$ cat src/rtl/sound_duration_timer.sv
// Duration timer answering audio sound requests with a one-cycle time_done pulse,
// plus a square-wave tone generator. Define TONE_GATE_EN to gate the tone by busy.
module sound_duration_timer #(
    parameter int unsigned TICK_DIV   = 5000000,
    parameter int unsigned HALF_SHOT  = 56818,
    parameter int unsigned HALF_HIT   = 113636,
    parameter int unsigned HALF_ENEMY = 75757
) (
    input  logic       clk,
    input  logic       reset,
    input  logic       request_time,
    input  logic [3:0] time_amount,
    input  logic [3:0] sound_key,
    output logic       time_done,
    output logic       busy,
    output logic       audio_out
);
    localparam int unsigned TW = $clog2(TICK_DIV);
    localparam logic [TW-1:0] TICK_LAST  = TW'(TICK_DIV - 1);
    localparam logic [16:0]   SHOT_LAST  = 17'(HALF_SHOT - 1);
    localparam logic [16:0]   HIT_LAST   = 17'(HALF_HIT - 1);
    localparam logic [16:0]   ENEMY_LAST = 17'(HALF_ENEMY - 1);

    typedef enum logic [1:0] {S_IDLE, S_COUNT, S_DONE} state_t;

    state_t        state_q, state_d;
    logic [TW-1:0] tick_cnt_q, tick_cnt_d;
    logic [3:0]    remaining_q, remaining_d;
    logic          busy_q, busy_d;
    logic          time_done_q, time_done_d;
    logic [3:0]    key_q, key_d;
    logic [16:0]   tone_cnt_q, tone_cnt_d;
    logic          audio_q, audio_d;
    logic [16:0]   half_last;
    logic          tone_on;
    logic          tone_run;

    always_comb begin
        state_d     = state_q;
        tick_cnt_d  = tick_cnt_q;
        remaining_d = remaining_q;
        case (state_q)
            // S_DONE accepts a new request exactly like S_IDLE
            S_IDLE, S_DONE: begin
                state_d = S_IDLE;
                if (request_time && time_amount != '0) begin
                    state_d     = S_COUNT;
                    remaining_d = time_amount;
                    tick_cnt_d  = '0;
                end
            end
            S_COUNT: begin
                if (request_time) begin
                    if (time_amount != '0) begin
                        remaining_d = time_amount;
                        tick_cnt_d  = '0;
                    end else begin
                        state_d = S_IDLE;
                    end
                end else if (tick_cnt_q == TICK_LAST) begin
                    tick_cnt_d  = '0;
                    remaining_d = remaining_q - 4'd1;
                    if (remaining_q == 4'd1) begin
                        state_d = S_DONE;
                    end
                end else begin
                    tick_cnt_d = tick_cnt_q + TW'(1);
                end
            end
            default: state_d = S_IDLE;
        endcase
        busy_d      = (state_d == S_COUNT);
        time_done_d = (state_d == S_DONE);
    end

    always_comb begin
        key_d      = sound_key;
        tone_cnt_d = '0;
        audio_d    = 1'b0;
        half_last  = '0;
        tone_on    = 1'b0;
        case (key_q)
            4'd1: begin half_last = SHOT_LAST;  tone_on = 1'b1; end
            4'd2: begin half_last = HIT_LAST;   tone_on = 1'b1; end
            4'd3: begin half_last = ENEMY_LAST; tone_on = 1'b1; end
            default: ;
        endcase
`ifdef TONE_GATE_EN
        tone_run = tone_on && (sound_key == key_q) && busy_q;
`else
        tone_run = tone_on && (sound_key == key_q);
`endif
        // A key change restarts the tone from a clean low phase
        if (tone_run) begin
            if (tone_cnt_q == half_last) begin
                tone_cnt_d = '0;
                audio_d    = ~audio_q;
            end else begin
                tone_cnt_d = tone_cnt_q + 17'd1;
                audio_d    = audio_q;
            end
        end
    end

    always_ff @(posedge clk or posedge reset) begin
        if (reset) begin
            state_q     <= S_IDLE;
            tick_cnt_q  <= '0;
            remaining_q <= '0;
            busy_q      <= 1'b0;
            time_done_q <= 1'b0;
            key_q       <= 4'd15;
            tone_cnt_q  <= '0;
            audio_q     <= 1'b0;
        end else begin
            state_q     <= state_d;
            tick_cnt_q  <= tick_cnt_d;
            remaining_q <= remaining_d;
            busy_q      <= busy_d;
            time_done_q <= time_done_d;
            key_q       <= key_d;
            tone_cnt_q  <= tone_cnt_d;
            audio_q     <= audio_d;
        end
    end

    assign busy      = busy_q;
    assign time_done = time_done_q;
    assign audio_out = audio_q;

endmodule

$ cat config.mk
export PLATFORM = sky130hd
export DESIGN_NAME = sound_duration_timer
export DESIGN_NICKNAME = d
export VERILOG_FILES = /design/src/rtl/sound_duration_timer.sv
export SDC_FILE = /design/constraint.sdc
export NUM_CORES = 1
export LEC_CHECK = 0
export CELL_PAD_IN_SITES_DETAIL_PLACEMENT = 0
export CELL_PAD_IN_SITES_GLOBAL_PLACEMENT = 1
export CORE_MARGIN = 2
export CORE_UTILIZATION = 46
export DETAILED_ROUTE_END_ITERATION = 16
export GPL_TIMING_DRIVEN = 0
export PLACE_DENSITY_LB_ADDON = 0.08
export SLEW_MARGIN = 20
export SYNTH_ARGS = -nofsm -noshare
export SYNTH_HDL_FRONTEND = slang
export SYNTH_SLANG_ARGS = --single-unit
$ cat constraint.sdc
create_clock -name clk -period 2.95 [get_ports clk]
set_input_delay 0.295 -clock clk [delete_from_list [all_inputs] [get_ports clk]]
set_output_delay 0.295 -clock clk [all_outputs]
set_load 0.01 [all_outputs]
After elaboration in Yosys (flattened, before gate mapping)
Cells that the tools add are included.

storage, ports and cells
  register bits after elaboration = 53
  bits of input ports = 11
  word-level logic and storage cells = 58
  output and inout port bits = 3

operators by class
  eq/ne operators = 15
  multiplexer cells = 22
  bitwise logic cells = 1
  add/sub/neg operators = 3
  reductions and logical operators = 9

operators with widths
  cell                   count
  $mux 23                4
  $pmux 17 s3            1
  $pmux 23 s2            1
  $mux 17                2
  $add 23x1->23 const B  1
  $eq 23x23->1 const B   1
  $add 17x1->17 const B  1
  $eq 17x17->1           1
  $mux 4                 4
  $eq 4x1->1 const B     2
  $eq 4x2->1 const B     2
  $mux 2                 4
  $pmux 4 s2             1
  $ne 3x3->1 const B     2
  $eq 2x1->1 const B     2
  $eq 2x2->1 const B     2
  $eq 4x4->1             1
  $mux 1                 4
  $pmux 2 s2             1
  $reduce_and 4->1       1
  $reduce_bool 4->1      1
  $sub 4x1->4 const B    1
  $reduce_and 3->1       1
  $reduce_or 3->1        1
  7 further kinds        8

Logic depth before layout (Yosys ltp)
  depth after elaboration = 6
  mapped depth = 8
  mapped depth without buffers = 7

Worst setup path after synthesis
OpenSTA, ideal clock, no wires.

  kind = register to register
  start = register key_q[1]
  end = register tone_cnt_q[10]
  slack = 0.668 ns
  data required time = 2.829 ns
  library setup time = 0.121 ns
  path buffers = 2
  arrival = 2.161 ns
  stages on the path, launching flop included = 9
  period minus slack after synthesis = 2.282 ns
  cell sequence = dfstp_2 -> clkbuf_1 -> nor3b_1 -> mux2_2 -> o32ai_1 -> nand2_1 -> o21ai_2 -> buf_2 -> nor2_1

between the ends
  cells in the longest elaborated chain, start to end = 5
  elaborated cells between the ends (all ways) = 11
  those cells by class = eq/ne (5); mux (4); reduce/logical (2)

ends and longest elaborated chain
  item                                                   line    source
  start, declared                                        31      logic [3:0] key_q, key_d;
  start signal, assigned                                 121     key_q <= key_d;
  $eq 4x2->1 / $eq 4x1->1 (equally long branches)        82      case (key_q)
  $pmux 17 s3 / $reduce_or 3->1 (equally long branches)  -
  $eq 17x17->1 / $mux 1 (equally long branches)          95, 82
  $mux 17 / $logic_and 1x1->1 (equally long branches)    95, 91
  $mux 17 (*)                                            94      if (tone_run) begin
  via tone_cnt_d[10]                                     32      logic [16:0] tone_cnt_q, tone_cnt_d;
  end signal, assigned                                   122     tone_cnt_q <= tone_cnt_d;
  end, declared                                          32

Mark *: on every way through the listed nets, which the timed path passes. The rest lies on a longest branch.
A chain may end at the register's enable or synchronous reset.

Final worst setup path
  start = register key_q[1]
  end = register tone_cnt_q[15]

Same word-level chain as after synthesis.

==> metrics.yaml <==
global_routing:
  grt_pass1_wl_um: 9800
  grt_busiest_layer: "met2"
  grt_pass1_vias: 2038
  track_usage: 0.187
  gr-usage-met2: 0.306
  overflow: 0
  grt_use_met3: 0.0337
  grt_max_degree: 54
  met1_usage: 0.257
  antenna_found_initial: 0
synthesis:
  async_flop_share: 1.00
  syn_inst: 309
  synth_nets: 324
  synth_edf_count: 0
  synth.area.top_cells: "dfrtp_1 (43%), o21ai_0 (4.9%), xor2_1 (4.9%), nand2_1 (4.6%), nor2_1 (4.6%)"
  ys_seq_elements: 53
  synth_top_cell_by_area: "dfrtp_1"
  ys.flop_type: "dfrtp_1"
  ys_warn_count: 0
  syn_area_per_cell_um2: 9.20
  ys_types: 54
  syn_area_mm2: 0.00284
  yosysTopAreaCellShare: 0.431
  ys_seq_area_frac: 0.468
detailed_routing:
  drc: 0
  via_count: 2215
  firstDrtPassIters: 4
  routed_wl_um: 5790
  drt_iter0_drc: 105
  ant_nets: 0
  viasPerCell: 5.48
  wl_per_cell_um: 14.3
setup_path:
  cp.required_ps: 3140
  cp-start-kind: "flop"
  end_kind: "flop"
  critical_path_class: "reg2reg"
  r2r_slack_ps: 180
  arrival_ps: 2960
  crit_fanout: 10
  critPathLaunch: "key_q[1]"
  r2r_start: "key_q[1]"
clocking:
  clock_latency_ps: 300
  clkSinkCount: 53
  cts_hold_buf: 0
  tritoncts: "yes"
  cts-resized-gates: 0
  max-clock-path-buffers: 2
  cts_made_buffers: 5
  cts_max_level: 2
  postCtsSetupRepairBufs: 0
  cts-root-buf: "clkbuf_8"
  cts.clk_slew.worst_paths_ps: 100
timing:
  min_period_ps: 2770
  fin_crit_sh: 0.938
  slew_violations: 0
  slew_headroom: 0.481
  setup_tns_ps: 0
  skew_ps: 5.76
  fmax_mhz: 362
  hold_viol_final: 0
  worst_slew_pin_slew_ps: 771
  setup_viol: 0
  finalWorstSetupSlack_ps: 184
  rsz0062_at_grt: "no"
place:
  place_hpwl_um: 4090
  gp_congestion: 0.756
  pre_cts_slack_ps: 204
  port_buffers: 12
final_layout:
  area_growth_pct: 12.3
  num-nets-final: 343
  insertedDiodeCount: 0
  drive_gt1_frac: 0.0942
  multiInputGateArea_mm2: 0.00144
  seqCellArea_mm2: 0.00133
  fill_cells: 574
power_and_ir_drop:
  vdd_ir_drop_max_uv: 229
  powerDensity_mw_per_mm2: 460
  p_leak_uw: 0.00129
floorplanning:
  start_util: 0.477
  chipHeight_um: 82.6
  core-area_mm2: 0.00596
  ioPinCount: 14
  die_area_mm2: 0.00682
  core.rowCount: 28
  die_x_um: 82.6
min_path:
  hold_class: "in2reg"
  hp-start: "request_time"
outcome:
  outcome: "completed"
job:
  cap_violations: 0
final cells by class:
class | instances | area share
Multi-Input combinational cell | 238 | 0.449
Sequential cell | 53 | 0.417
Timing Repair Buffer | 12 | 0.0376
Tap cell | 75 | 0.0294
Clock buffer | 5 | 0.0216
Clock inverter | 3 | 0.0204
Buffer | 10 | 0.0145
Inverter | 8 | 0.0102
state kept, by name (all words and copies together) (netlist names):
signal and count:
tone_cnt_q 17, busy 1, audio_out 1, state_q 2, tick_cnt_q 23, remaining_q 4, key_q 4, time_done 1
layout by cell type (no fill, tap or decap), types with 3 or more instances in the layout:
cell type	count
clkbuf_8	5
a21oi_1	12
nand2b_1	7
buf_2	7
nor4b_1	3
and3_1	8
nand3_1	10
nor4_1	5
and2_1	5
inv_1	7
o21ai_0	28
nor2_1	35
nand3b_1	3
dfrtp_1	49
nand4_1	6
o31ai_1	5
nor3_1	4
dfstp_2	4
clkdlybuf4s50_1	12
clkbuf_1	3
or3_1	5
ha_1	4
nand2_1	35
xnor2_1	8
xor2_1	16
nor3b_1	3
kinds of logic (layout without fill, tap and decap cells):
| kind of cell | count (synthesis) | count (layout) | share of synthesized area |
|---|---|---|---|
| AND/OR/NAND/NOR | 146 | 146 | 0.273 |
| AO/OA/AOI/OAI | 62 | 62 | 0.133 |
| flip-flops | 53 | 53 | 0.468 |
| XOR/XNOR | 24 | 24 | 0.0739 |
| buffers and inverters | 18 | 38 | 0.0268 |
| adder cells (fa/ha/maj) | 4 | 4 | 0.0176 |
| multiplexers | 2 | 2 | 0.00748 |
stage by stage:
| stage | std cells | hold WS (ps) | cell area (um^2) | power, uW | util |
|---|---|---|---|---|---|
| after global routing | 404 | 406 | 3190 | 1540 | 0.536 |
| after detailed placement | 396 | 492 | 3060 | 905 | 0.514 |
| final | 404 | 386 | 3190 | 1470 | 0.536 |
| after global placement | 396 | 484 | 3060 | 904 | 0.513 |
| after floorplan | 309 | 299 | 2840 | 863 | - |
| after CTS | 404 | 378 | 3190 | 1490 | 0.536 |
worst max-delay path: stages, from the launching register on:
cell,delay [ps]
dfstp_2,530
clkbuf_1,260
nor3b_1,350
mux2_2,370
o32ai_1,240
nand2_1,140
o21ai_2,370
buf_2,310
nor2_1,80
final timing paths:
check,to,cells past startpoint
worst max-delay path,tone_cnt_q[15],8
worst min-delay path,tick_cnt_q[2],4
worst max register to register,tone_cnt_q[15],8
worst min register to register,tick_cnt_q[9],1
max in group asynchronous,tone_cnt_q[3],2
min in group asynchronous,tone_cnt_q[6],2
metal layers:
metal / up-vias / share of wire
met5: - / 0
met4: 0 / 0.014
li1: 1133 / -
met1: 1050 / 0.48
met3: 7 / 0.026
met2: 25 / 0.47
Yosys cell counts (2+ instances only):
cell	number
dfrtp_1	49
nand2_1	35
nor2_1	35
o21ai_0	28
xor2_1	16
a21oi_1	12
nand3_1	10
and3_1	8
inv_1	8
xnor2_1	8
buf_2	7
nand2b_1	7
nand4_1	6
and2_1	5
nor4_1	5
o31ai_1	5
or3_1	5
dfstp_2	4
ha_1	4
nor3_1	4
clkbuf_1	3
nand3b_1	3
nor3b_1	3
nor4b_1	3
and3_2	2
and4b_1	2
nand3_2	2
nor2b_1	2
o211ai_1	2
o41ai_1	2
power breakdown:
part	switching (uW)	internal (uW)	total, uW	leakage [uW]
Sequential	17.4	748	766	0.000705
Clock	243	337	580	0.0000681
Combinational	73.1	49.9	123	0.000519
Total	334	1140	1470	0.00129
Note: power is estimated with default switching activity, not from simulation.
